==> src/rtl/player_input_pkg.sv <==
// Shared gravity codes, FSM states and direction bundle for the
// player input conditioning path.
package player_input_pkg;

  localparam logic [2:0] GRAV_NONE  = 3'd0;
  localparam logic [2:0] GRAV_UP    = 3'd1;
  localparam logic [2:0] GRAV_RIGHT = 3'd2;
  localparam logic [2:0] GRAV_DOWN  = 3'd3;
  localparam logic [2:0] GRAV_LEFT  = 3'd4;

  typedef enum logic [1:0] {
    ST_NORMAL       = 2'd0,
    ST_LOCKOUT      = 2'd1,
    ST_WAIT_RELEASE = 2'd2
  } pic_state_t;

  typedef struct packed {
    logic up;
    logic down;
    logic left;
    logic right;
  } dir_t;

  // Rotate the debounced buttons into the gravity-relative frame.
  function automatic dir_t remap_dir(
    input dir_t       d,
    input logic [2:0] g
  );
    dir_t r;
    r = d;
    unique case (1'b1)
      (g == GRAV_UP): begin
        r.up    = d.down;
        r.down  = d.up;
        r.left  = d.left;
        r.right = d.right;
      end
      (g == GRAV_RIGHT): begin
        r.up    = d.left;
        r.down  = d.right;
        r.left  = d.up;
        r.right = d.down;
      end
      (g == GRAV_LEFT): begin
        r.up    = d.right;
        r.down  = d.left;
        r.left  = d.down;
        r.right = d.up;
      end
      default: r = d;
    endcase
    return r;
  endfunction

endpackage

==> src/rtl/player_input_conditioner_debouncer.sv <==
// Two-flop synchroniser followed by a stable-count debouncer for
// one raw button line.
module button_debouncer #(
  parameter int unsigned DEBOUNCE_CYCLES = 3
) (
  input  logic clk_player_control,
  input  logic reset,
  input  logic btn_raw,
  output logic btn_db
);

  localparam logic [7:0] DB_LAST = 8'(DEBOUNCE_CYCLES - 1);

  logic       s1;
  logic       s2;
  logic [7:0] cnt;

  always_ff @(posedge clk_player_control or posedge reset) begin
    if (reset) begin
      s1     <= 1'b0;
      s2     <= 1'b0;
      cnt    <= '0;
      btn_db <= 1'b0;
    end else begin
      s1 <= btn_raw;
      s2 <= s1;
      if (s2 == btn_db) begin
        cnt <= '0;
      end else if (cnt == DB_LAST) begin
        btn_db <= ~btn_db;
        cnt    <= '0;
      end else begin
        cnt <= cnt + 8'd1;
      end
    end
  end

endmodule

==> src/rtl/player_input_conditioner.sv <==
// Debounces the direction buttons, remaps them into the gravity frame
// and gates them through a post-gravity-change lockout.
module player_input_conditioner
  import player_input_pkg::*;
#(
  parameter int unsigned DEBOUNCE_CYCLES = 3,
  parameter int unsigned LOCKOUT_CYCLES  = 8
) (
  input  logic       clk_player_control,
  input  logic       reset,
  input  logic       btn_up,
  input  logic       btn_down,
  input  logic       btn_left,
  input  logic       btn_right,
  input  logic [2:0] gravity_direction,
  output logic       switch_up,
  output logic       switch_down,
  output logic       switch_left,
  output logic       switch_right,
  output logic       jump_pulse,
  output logic       input_locked
);

  localparam logic [7:0] LOCK_INIT = 8'(LOCKOUT_CYCLES - 1);

  dir_t       db;
  dir_t       rem;
  dir_t       nxt;
  pic_state_t state;
  logic [2:0] grav_q;
  logic [7:0] lock_cnt;

  button_debouncer #(.DEBOUNCE_CYCLES(DEBOUNCE_CYCLES)) u_db_up (
    .clk_player_control(clk_player_control),
    .reset(reset),
    .btn_raw(btn_up),
    .btn_db(db.up)
  );

  button_debouncer #(.DEBOUNCE_CYCLES(DEBOUNCE_CYCLES)) u_db_down (
    .clk_player_control(clk_player_control),
    .reset(reset),
    .btn_raw(btn_down),
    .btn_db(db.down)
  );

  button_debouncer #(.DEBOUNCE_CYCLES(DEBOUNCE_CYCLES)) u_db_left (
    .clk_player_control(clk_player_control),
    .reset(reset),
    .btn_raw(btn_left),
    .btn_db(db.left)
  );

  button_debouncer #(.DEBOUNCE_CYCLES(DEBOUNCE_CYCLES)) u_db_right (
    .clk_player_control(clk_player_control),
    .reset(reset),
    .btn_raw(btn_right),
    .btn_db(db.right)
  );

  assign rem = remap_dir(db, grav_q);
  assign nxt = (state == ST_NORMAL) ? rem : '0;

  always_ff @(posedge clk_player_control or posedge reset) begin
    if (reset) begin
      state        <= ST_WAIT_RELEASE;
      grav_q       <= GRAV_NONE;
      lock_cnt     <= '0;
      switch_up    <= 1'b0;
      switch_down  <= 1'b0;
      switch_left  <= 1'b0;
      switch_right <= 1'b0;
      jump_pulse   <= 1'b0;
      input_locked <= 1'b0;
    end else begin
      switch_up    <= nxt.up;
      switch_down  <= nxt.down;
      switch_left  <= nxt.left;
      switch_right <= nxt.right;
      jump_pulse   <= nxt.up & ~switch_up;
      input_locked <= (state != ST_NORMAL);
      // A new gravity code always restarts the full lockout window.
      if (gravity_direction != grav_q) begin
        state    <= ST_LOCKOUT;
        lock_cnt <= LOCK_INIT;
        grav_q   <= gravity_direction;
      end else begin
        unique case (state)
          ST_LOCKOUT: begin
            if (lock_cnt == 8'd0) begin
              state <= ST_WAIT_RELEASE;
            end else begin
              lock_cnt <= lock_cnt - 8'd1;
            end
          end
          ST_WAIT_RELEASE: begin
            if (db == '0) begin
              state <= ST_NORMAL;
            end
          end
          default: state <= state;
        endcase
      end
    end
  end

endmodule

==> config.mk <==
export PLATFORM = sky130hd
export DESIGN_NAME = player_input_conditioner
export DESIGN_NICKNAME = d
export VERILOG_FILES = /design/src/rtl/player_input_pkg.sv /design/src/rtl/player_input_conditioner_debouncer.sv /design/src/rtl/player_input_conditioner.sv
export SDC_FILE = /design/constraint.sdc
export NUM_CORES = 1
export LEC_CHECK = 0
export ABC_AREA = 1
export BUFFER_PORTS_ARGS = -buffer_cell sky130_fd_sc_hd__buf_2
export CORE_ASPECT_RATIO = 1.25
export CORE_MARGIN = 2
export CORE_UTILIZATION = 45
export DETAILED_ROUTE_END_ITERATION = 8
export PLACE_DENSITY = 0.67
export SLEW_MARGIN = 20
export SYNTH_ARGS = -nofsm -noshare
export SYNTH_HDL_FRONTEND = slang
export SYNTH_SLANG_ARGS = --single-unit
==> constraint.sdc <==
create_clock -name clk_player_control -period 1.6 [get_ports clk_player_control]
set_input_delay 0.08 -clock clk_player_control [delete_from_list [all_inputs] [get_ports clk_player_control]]
set_output_delay 0.08 -clock clk_player_control [all_outputs]
set_load 0.02 [all_outputs]
# After elaboration in Yosys (flattened, before gate mapping)

Index checks and enable logic that the tools add are counted.

Flip-flop bits (word level): 63
Input port bits: 9
Word-level logic and storage cells: 86

Add/subtract/negate cells: 5
Equal/unequal tests: 17
Muxes and demuxes: 17
Bitwise gates (word level): 10
Reductions and logical operators: 12

Operator list:

| cell                                             | count |
|---|---|
| two-way mux 8 bit                                | 11 |
| adder 8 x 1 -> 8 bit, second input constant      | 4 |
| == test 8 x 2 -> 1 bit, second input constant    | 4 |
| case mux 4 bit (3 select lines)                  | 1 |
| AND reduction 2 bit                              | 5 |
| inverter 1 bit                                   | 9 |
| zero test 8 bit                                  | 1 |
| subtractor 8 x 1 -> 8 bit, second input constant | 1 |
| two-way mux 2 bit                                | 3 |
| != test 3 bit, second input constant             | 2 |
| == test 1 bit                                    | 4 |
| zero test 4 bit                                  | 1 |
| two-way mux 4 bit                                | 1 |
| case mux 2 bit (2 select lines)                  | 1 |
| nonzero test 2 bit                               | 2 |
| == test 3 x 1 -> 1 bit, second input constant    | 1 |
| == test 3 x 2 -> 1 bit, second input constant    | 1 |
| == test 3 bit, second input constant             | 1 |
| != test 3 bit                                    | 1 |
| AND reduction 3 bit                              | 1 |
| nonzero test 3 bit                               | 1 |
| == test 2 x 1 -> 1 bit, second input constant    | 1 |
| == test 2 bit, second input constant             | 1 |
| zero test 2 bit                                  | 1 |
| other kinds (2)                                  | 2 |

# Longest topological paths before layout

Gate-level depths: netlist of run 1.

Word-level depth: 4
Mapped depth: 9
Gate-level depth less buffers: 9

# Hierarchy

From an unflattened synthesis of run 1, not the netlist that was laid out.

Cell total of the unflattened synthesis: 398
Area, all modules: 3280.6 µm²

Modules (own cells, without submodules):

| module                   | instances | cells each | area an instance (µm²) | sequential area each (µm²) |
|---|---|---|---|---|
| button_debouncer         | 4         | 64         | 545.5                  | 275.3 |
| player_input_conditioner | 1         | 142        | 1098.6                 | 476.7 |

# Least setup slack after synthesis of run 1

Ideal clock, no wire load.

Kind: reg-to-reg
From: reg lock_cnt[0]
To: reg lock_cnt[1]
Data arrival time: 1.130 ns
Required time: 1.477 ns
Slack: 0.347 ns
Stages on the path, launching flop included: 9
Cells stage by stage: dfrtp_1 -> inv_1 -> ha_1 -> nand2_1 -> nor2_4 -> nor2_4 -> nand2_1 -> o21ai_0 -> nand2_1

Cells in the longest elaborated chain, start to end: 4

Ends and longest elaborated chain:

| item                      | RTL line                       | text |
|---|---|---|
| from (decl)               | player_input_conditioner.sv:31 | `logic [7:0] lock_cnt;` |
| from (signal assigned)    | player_input_conditioner.sv:93 | `lock_cnt <= lock_cnt - 8'd1;` |
| subtractor 8 x 1 -> 8 bit | player_input_conditioner.sv:93 |  |
| two-way mux 8 bit         | player_input_conditioner.sv:90 | `if (lock_cnt == 8'd0) begin` |
| two-way mux 8 bit         | player_input_conditioner.sv:88 | `unique case (state)` |
| two-way mux 8 bit         | player_input_conditioner.sv:83 | `if (gravity_direction != grav_q) begin` |

Parallel ways exist; a longest one is shown, timed or not. The select of a mux whose other input is x is not followed.
A chain may end at the register's enable or synchronous reset.

# Worst setup path after layout of run 1

From: reg lock_cnt[0]
To: reg lock_cnt[6]

Same word-level chain as after synthesis.

==> metrics.cfg, run 1 <==
[power_and_ir_drop]
cellLeakagePower_uw = 0.00171
p_per_area_mw_per_mm2 = 1180
peakVddDrop_uv = 585

[drt]
wl_per_cell_um = 10.8
vias = 2365
drt-total-wl_mm = 5.29
drc = 0
via_per_inst = 4.82
antenna_left = 0
drt_iter0_markers = 176
drt-pass1-iter-count = 4

[synthesis]
syn-num-nets = 388
ys_types = 22
synth-async-reset-ratio_pct = 100
synth_mux_area_share_pct = 0
synth_seq_cells = 63
ys_warn_count = 0
synth_ff_type = dfrtp_1
yosysSeqAreaShare_pct = 51.6
synthesis.area_mm2 = 0.00306
synthAdderAreaFrac_pct = 4.09
synth_xor_xnor_area_share_pct = 4.25
synth_compound_area_share_pct = 5.03
synth-edff-count = 0
syn_area_per_cell_um2 = 8.29
syn_inst = 369
synth_top_family_by_area = simple AND/OR/NAND/NOR gates
synthSimpleGateAreaFrac_pct = 27.4

[flow_run]
cap_violations = 0

[placement]
dp.cells = 468
buffer_ports.inserted = 14
dp_slack_ns = 0.218
gp_congestion = 0.802
placed_area_mm2 = 0.00324
hpwlAfterDp_mm = 3.86

[die]
die_h_um = 96.2
num_rows = 33
pin_count = 15
start_util_pct = 46.6
fp.dieW_um = 77.7
die_area_mm2 = 0.00748
core_mm2 = 0.00657

[setup_path]
slowest_delay_ns = 0.37
arrival_ns = 1.61
end_kind = register
cp_slowest_cell = dfrtp_1
required_ns = 1.82
cp_cell_sequence = inv_1, ha_1, nand2_1, nor2_4, nor2_4, nor2_4, nand2_1, nand2_1
start_kind = register
cp_max_fo = 10
critical_path_class = reg -> reg

[global_route]
grt_pass1_wl_mm = 9.78
grt_util_all_layers_pct = 16.6
overflow = 0
antenna_found_initial = 0
grt_max_degree = 33
grt_pass1_vias = 2327

[layout]
areaGrowthSynthToFinish_pct = 16.0
nNetsFinal = 419
final_cells = 491
drive_above_1_share_pct = 9.90
layout_commonest_cell = nand2_1
multi_input_area_mm2 = 0.00125
seq_area_mm2 = 0.00158
final_area_mm2 = 0.00355
fillerInstances = 616
layout_common_cells = 71 x nand2_1, 62 x dfrtp_1, 58 x nor2_1
antenna_cells = 0

[timing]
hold_viol_final = 0
slew_headroom_pct = 73.7
grt_setup_unrepaired = false
worst_slack_ns = 0.210
finalMaxSlewViolations = 0
setup_viol = 0
skew_ns = 0.00609
max_freq_mhz = 719
fin_hold_ws_ns = 0.350
worst_slew_pin_slew_ns = 0.394
tns_ns = 0
period_minus_slack_ns = 1.39
period_share_pct = 86.9

[run_status]
status = finished clean

[clocking]
clk_path_buf_depth = 2
cts_tree = built
cts-root-buf = clkbuf_8
cts_made_buffers = 9
htreeDepth = 3
clk_latency_ns = 0.33
clock-sinks = 63
cts_resized = 0
clk_pin_slew_ns = 0.07

[min_path]
min_path_type = reg -> reg

## power by group
group / switching [µW] / internal, µW / total, µW
sequential: 191 / 1760 / 1950
clock: 572 / 993 / 1570
combinational: 430 / 244 / 675
total: 1190 / 3000 / 4190
## worst max-delay path: cells and delay by family, from the launching register on
| family | cells | cell delay (ns) |
|---|---|---|
| buf+inv | 1 | 0.09 |
| flops | 1 | 0.37 |
| simple gates | 6 | 0.63 |
| fa+ha+maj | 1 | 0.20 |
## final timing paths
| check | from | end | slack, ns | cells after the start |
|---|---|---|---|---|
| worst max-delay path | lock_cnt[0] | lock_cnt[6] | 0.21 | 8 |
| worst min-delay path | u_db_down.s1 | u_db_down.s2 | 0.35 | 0 |
| worst max register to register | lock_cnt[0] | lock_cnt[6] | 0.21 | 8 |
| worst min register to register | u_db_down.s1 | u_db_down.s2 | 0.35 | 0 |
| max in group asynchronous | reset | state[1] | 0.86 | 4 |
| min in group asynchronous | reset | u_db_up.cnt[4] | 0.40 | 4 |
## cells by family after synthesis
kind of cell,count (synthesis)
simple gates,191
flops,63
xor+xnor,14
compound gates,30
buf+inv,61
fa+ha+maj,10
## area by class of cell
class	count	share of cell area, %
clock buffer	12	4.65
clock inverter	3	1.83
inverter	57	6.14
multi-input combinational	245	35.2
sequential	63	44.5
tap	87	3.07
timing repair buffer	24	4.65
## synth_stat cells (3+ instances only)
cell       n  share of area, %
a21oi_1   14               2.3
xnor2_1    5               1.4
dfrtp_1   62                51
nand3_1   27               4.4
xor2_1     8               2.3
nor2_1    58               7.1
o21ai_0   13               2.1
nand2_1   71               8.7
ha_1      10               4.1
nor3_1    15               2.5
inv_1     57               7.0
nor2_4     4               1.5
nand4_1   14               2.9
clkbuf_1   3              0.37
## stage by stage
stage          utilization, %  total power [µW]
2_1_floorplan               -              2460
3_5_place_dp             49.3              2660
3_3_place_gp             49.3              2630
6_report                 54.0              4190
4_1_cts                  54.0              4260
5_1_grt                  54.0              4460
## per-layer routing
| layer | vias to the layer above | share of wire, % | track usage, % |
|---|---|---|---|
| met2 | 30 | 47 | 27.9 |
| met4 | 0 | 2.4 | 8.78 |
| met5 | - | 0 | 0 |
| met1 | 1095 | 47 | 19.9 |
| li1 | 1228 | - | - |
| met3 | 12 | 3.4 | 3.75 |
## state kept, by name (all words and copies together) (netlist names), 2 cells and up
name            flops
state               2
lock_cnt            8
u_db_up.cnt         8
u_db_right.cnt      8
u_db_down.cnt       8
u_db_left.cnt       8
grav_q              3
## what timing repair did
action	4_1_cts	5_1_grt
buffers inserted	0	0
hold buffers	8	0
endpoints found under the hold margin	69	0
Power figures use the tool's default switching activity.
==> run 2, diff against run 1 <==
--- a/config.mk
+++ b/config.mk
@@ -11,7 +11,7 @@
 export CORE_MARGIN = 2
 export CORE_UTILIZATION = 45
 export DETAILED_ROUTE_END_ITERATION = 8
-export PLACE_DENSITY = 0.67
+export PLACE_DENSITY = 0.65
 export SLEW_MARGIN = 20
 export SYNTH_ARGS = -nofsm -noshare
 export SYNTH_HDL_FRONTEND = slang
==> constraint.sdc (replaced) <==
create_clock -name clk_player_control -period 1.5 [get_ports clk_player_control]
set_input_delay 0.075 -clock clk_player_control [delete_from_list [all_inputs] [get_ports clk_player_control]]
set_output_delay 0.075 -clock clk_player_control [all_outputs]
set_load 0.02 [all_outputs]
==> metrics.cfg, run 2 (synthesized netlist as in run 1, its figures left out) <==
[setup_path]
arrival_ns = 1.58  ; -0.03 ns
end_kind = register
required_ns = 1.72  ; -0.10 ns
cp_max_fo = 5  ; -5
critical_path_class = reg -> reg
start_kind = register

[timing]
worst_slew_pin_slew_ns = 0.355  ; -0.0390 ns
tns_ns = 0  ; unchanged
finalMaxSlewViolations = 0  ; unchanged
hold_viol_final = 0  ; unchanged
slew_headroom_pct = 76.2  ; +2.4 points
period_minus_slack_ns = 1.36  ; -0.0277 ns
worst_slack_ns = 0.138  ; -0.0723 ns
period_share_pct = 90.8  ; +3.9 points
skew_ns = 0.00896  ; +0.00288 ns
setup_viol = 0  ; unchanged
grt_setup_unrepaired = false
max_freq_mhz = 734  ; +2.0%

[drt]
wl_per_cell_um = 10.7  ; -0.38%
drt-total-wl_mm = 5.27  ; -0.38%
antenna_left = 0  ; unchanged
vias = 2330  ; -1.5%
drc = 0  ; unchanged
via_per_inst = 4.75  ; -1.5%
drt_iter0_markers = 91  ; -48%
drt-pass1-iter-count = 4  ; unchanged

[layout]
final_cells = 491  ; unchanged
drive_above_1_share_pct = 9.90  ; unchanged
nNetsFinal = 419  ; unchanged
areaGrowthSynthToFinish_pct = 16.4
layout_commonest_cell = nand2_1
layout_common_cells = 71 x nand2_1, 62 x dfrtp_1, 58 x nor2_1
antenna_cells = 0  ; unchanged

[clocking]
clk_latency_ns = 0.34  ; about the same
clk_path_buf_depth = 2  ; unchanged
clock-sinks = 63  ; unchanged
cts_resized = 0  ; unchanged
cts_tree = built
cts_made_buffers = 9  ; unchanged
htreeDepth = 3  ; unchanged
cts-root-buf = clkbuf_8
clk_pin_slew_ns = 0.06  ; about the same

[power_and_ir_drop]
peakVddDrop_uv = 759  ; +30%
power_frac_seq_pct = 46.6  ; about the same
switchingPower_uw = 1270  ; +6.8%
pwr-share-comb_pct = 15.9  ; -0.2 points
intPower_uw = 3200  ; +6.7%
pwr-share-clk_pct = 37.5  ; +0.2 points
p_per_area_mw_per_mm2 = 1260  ; +6.4%
cellLeakagePower_uw = 0.00171  ; about the same
p_sw_share_pct = 28.5  ; about the same

[die]
die_h_um = 96.2  ; unchanged
num_rows = 33  ; unchanged
fp.dieW_um = 77.7  ; unchanged
pin_count = 15  ; unchanged
core_mm2 = 0.00657  ; unchanged
die_area_mm2 = 0.00748  ; unchanged
start_util_pct = 46.6  ; unchanged

[global_route]
grt_pass1_wl_mm = 9.43  ; -3.6%
grt_pass1_vias = 2231  ; -4.1%
antenna_found_initial = 0  ; unchanged
grt_max_degree = 64  ; +94%
overflow = 0  ; unchanged
grt_util_all_layers_pct = 16.2  ; -0.34 points

[flow_run]
cap_violations = 0  ; unchanged

[run_status]
status = finished clean

[placement]
dp_slack_ns = 0.106  ; -0.112 ns
dp.cells = 467  ; -0.21%
hpwlAfterDp_mm = 3.69  ; -4.4%
gp_congestion = 0.875  ; +9.0%
buffer_ports.inserted = 14  ; unchanged

[min_path]
min_path_type = reg -> reg

==> run 2: cell count changes in the layout (fill, tap and decap cells not counted), sizes merged <==
cell and delta:
buf -1, nor2 +1
==> run 2: stage by stage <==
step | instance area (µm²) | utilization [%] | hold slack, ns | total power [µW]
after global routing | 3560 | 54.2 | 0.369 | 4750
after global placement | 3240 | 49.4 | 0.182 | 2810
after floorplan | 3060 | - | 0.106 | 2630
after detailed placement | 3240 | 49.4 | 0.184 | 2830
final | 3560 | 54.2 | 0.348 | 4470
after CTS | 3550 | 54.1 | 0.351 | 4550
==> run 2: layer usage <==
metal,routed length [µm],up-vias,track usage [%]
li1,-,1232,-
met1,2490,1050,19.5
met2,2470,37,26.7
met3,164,11,3.56
met4,141,0,10.1
met5,0,-,0
==> run 2: power groups by stage <==
| stage | logic, µW | clock network [µW] | registers [µW] |
|---|---|---|---|
| 6_report | 713 | 1680 | 2080 |
| 5_1_grt | 842 | 1800 | 2120 |
| 4_1_cts | 735 | 1730 | 2090 |
| 3_5_place_dp | 714 | 0 | 2120 |
| 3_3_place_gp | 696 | 0 | 2110 |
| 2_1_floorplan | 565 | 0 | 2060 |
==> run 2: critical path, stage by stage (launching register included) <==
cell and delay (ns):
dfrtp_1 0.36, inv_1 0.09, ha_1 0.20, nand2_1 0.12, nor2_4 0.07, nor2_4 0.19
nand2_1 0.07, o21ai_0 0.07, nand2_1 0.07
==> run 2: cell type report <==
cell class	count	area, µm²
fill	603	3010
timing repair buffer	23	170
multi-input combinational	246	1250
tap	87	109
sequential	63	1580
inverter	57	218
clock inverter	3	65.1
clock buffer	12	165
==> run 2: final timing paths <==
kind	start	to	slack, ns	depth (start not counted)
max in group asynchronous	reset	state[1]	0.81	4
min	u_db_right.s1	u_db_right.s2	0.35	0
max	lock_cnt[0]	lock_cnt[1]	0.14	8
min in group asynchronous	reset	u_db_up.cnt[5]	0.38	4
max reg2reg	lock_cnt[0]	lock_cnt[1]	0.14	8
min reg2reg	u_db_right.s1	u_db_right.s2	0.35	0
==> run 2: what timing repair did <==
item / 4_1_cts / 5_1_grt
setup buffers: 0 / 0
setup endpoints to repair: 0 / 2
hold buffers: 8 / 0
endpoints found under the hold margin: 69 / 0
==> run 3, diff against run 2 <==
--- a/config.mk
+++ b/config.mk
@@ -6,12 +6,15 @@
 export NUM_CORES = 1
 export LEC_CHECK = 0
 export ABC_AREA = 1
-export BUFFER_PORTS_ARGS = -buffer_cell sky130_fd_sc_hd__buf_2
+export CELL_PAD_IN_SITES_DETAIL_PLACEMENT = 1
+export CELL_PAD_IN_SITES_GLOBAL_PLACEMENT = 1
 export CORE_ASPECT_RATIO = 1.25
 export CORE_MARGIN = 2
 export CORE_UTILIZATION = 45
 export DETAILED_ROUTE_END_ITERATION = 8
-export PLACE_DENSITY = 0.65
+export DONT_BUFFER_PORTS = 1
+export GPL_ROUTABILITY_DRIVEN = 0
+export PLACE_DENSITY = 0.78
 export SLEW_MARGIN = 20
 export SYNTH_ARGS = -nofsm -noshare
 export SYNTH_HDL_FRONTEND = slang
==> metrics.cfg, run 3 (synthesized netlist as in run 1, its figures left out) <==
[setup_path]
start_kind = register
required_ns = 1.78  ; +0.06 ns
cp_max_fo = 6  ; +1
arrival_ns = 1.65  ; +0.07 ns
critical_path_class = reg -> reg
end_kind = register

[timing]
period_share_pct = 91.5  ; +0.69 points
max_freq_mhz = 729  ; -0.76%
setup_viol = 0  ; unchanged
finalMaxSlewViolations = 0  ; unchanged
grt_setup_unrepaired = false
tns_ns = 0  ; unchanged
skew_ns = 0.00526  ; -0.00370 ns
hold_viol_final = 0  ; unchanged
worst_slew_pin_slew_ns = 0.390  ; +0.0347 ns
period_minus_slack_ns = 1.37  ; +0.0104 ns
slew_headroom_pct = 74.0  ; -2.2 points

[clocking]
clk_latency_ns = 0.34  ; about the same
clk_pin_slew_ns = 0.07  ; about the same
htreeDepth = 3  ; unchanged
cts-root-buf = clkbuf_8
cts_made_buffers = 9  ; unchanged
post_cts_buffers = 0  ; unchanged
clk_path_buf_depth = 2  ; unchanged
clock-sinks = 63  ; unchanged
cts_tree = built

[drt]
vias = 2402  ; +3.1%
antenna_left = 0  ; unchanged
drt_iter0_markers = 89  ; -2.2%
wl_per_cell_um = 13.7  ; +28%
drt-total-wl_mm = 6.56  ; +25%
drt-pass1-iter-count = 4  ; unchanged
via_per_inst = 5.01  ; +5.7%
drc = 0  ; unchanged

[die]
num_rows = 33  ; unchanged
die_h_um = 96.2  ; unchanged
start_util_pct = 46.6  ; unchanged
pin_count = 15  ; unchanged
core_mm2 = 0.00657  ; unchanged
die_area_mm2 = 0.00748  ; unchanged
fp.dieW_um = 77.7  ; unchanged

[global_route]
grt_pass1_vias = 2618  ; +17%
overflow = 0  ; unchanged
grt_pass1_wl_mm = 11.7  ; +24%
grt_util_all_layers_pct = 20.2  ; +4.0 points
antenna_found_initial = 0  ; unchanged
grt_max_degree = 33  ; -48%

[power_and_ir_drop]
p_per_area_mw_per_mm2 = 1230  ; -1.8%
peakVddDrop_uv = 540  ; -29%
cellLeakagePower_uw = 0.00162  ; -5.1%

[layout]
nNetsFinal = 406  ; -3.1%
layout_common_cells = 70 x nand2_1, 62 x dfrtp_1, 58 x nor2_1
layout_commonest_cell = nand2_1
drive_above_1_share_pct = 7.65  ; -2.2 points
antenna_cells = 0  ; unchanged
areaGrowthSynthToFinish_pct = 13.5
final_cells = 479  ; -2.4%

[flow_run]
cap_violations = 0  ; unchanged

[placement]
hpwlAfterDp_mm = 4.76  ; +29%
dp.cells = 454  ; -2.8%
buffer_ports.inserted = 0  ; -14

[run_status]
status = finished clean

[min_path]
min_path_type = in -> reg

run 3: changes by cell type in the layout (fill, tap and decap cells not counted), sizes merged:
cell | before | now
buf | 15 | 2
clkinvlp | 1 | 4
bufinv | 2 | 1
clkbuf | 12 | 11
run 3: path summary, 6_finish.rpt:
path                                           start             to  slack (ns)  cells after the start
worst max-delay path                     lock_cnt[0]    lock_cnt[6]        0.13                      8
worst min-delay path            gravity_direction[0]       state[1]        0.09                      5
worst max register to register           lock_cnt[0]    lock_cnt[6]        0.13                      8
worst min register to register         u_db_right.s1  u_db_right.s2        0.35                      0
max in group asynchronous                      reset       state[1]        0.69                      3
min in group asynchronous                      reset   input_locked        0.22                      2
run 3: critical path: stages, from the launching register on:
cell	delay, ns
dfrtp_1	0.39
inv_1	0.12
ha_1	0.16
nand2_1	0.10
nor2_4	0.17
nor2_4	0.07
nor2_4	0.16
nand2_1	0.07
nand2_1	0.07
run 3: what timing repair did:
| item | CTS | global route |
|---|---|---|
| hold endpoints to repair | 69 | 0 |
| resized for setup | 0 | 3 |
| endpoints found under the setup margin | 0 | 5 |
| hold buffers | 8 | 0 |
run 3: layer usage:
metal,track usage (%),up-vias,part of all wire (%)
li1,-,1196,-
met1,22.8,1171,43
met2,36.3,26,53
met3,5.44,9,3.0
met4,8.18,0,1.6
met5,0,-,0
run 3: final cells by class:
cell class	instances	area, µm²
Multi-Input combinational cell	246	1260
Tap cell	87	109
Sequential cell	63	1580
Timing Repair Buffer	10	108
Clock buffer	11	141
Clock inverter	5	57.6
Fill cell	809	3090
Inverter	57	218
run 3: power breakdown:
group,internal [µW],leakage (µW),switching [µW],total [µW]
Sequential,1880,0.000807,210,2090
Combinational,260,0.000726,481,741
Clock,809,0.0000916,649,1460
Total,2950,0.00162,1340,4290
run 3: stage by stage:
step | worst slack [ns] | power (µW) | hold slack (ns) | instance area [µm²] | utilization [%]
after global placement | 0.156 | 2810 | -0.0488 | 3180 | 48.4
after detailed placement | 0.0887 | 2870 | -0.0409 | 3180 | 48.4
final | 0.127 | 4290 | 0.0940 | 3470 | 52.9
after CTS | 0.0775 | 4360 | 0.0804 | 3460 | 52.7
after global routing | 0.00377 | 4590 | 0.105 | 3470 | 52.9
after floorplan | 0.247 | 2630 | 0.106 | 3060 | -
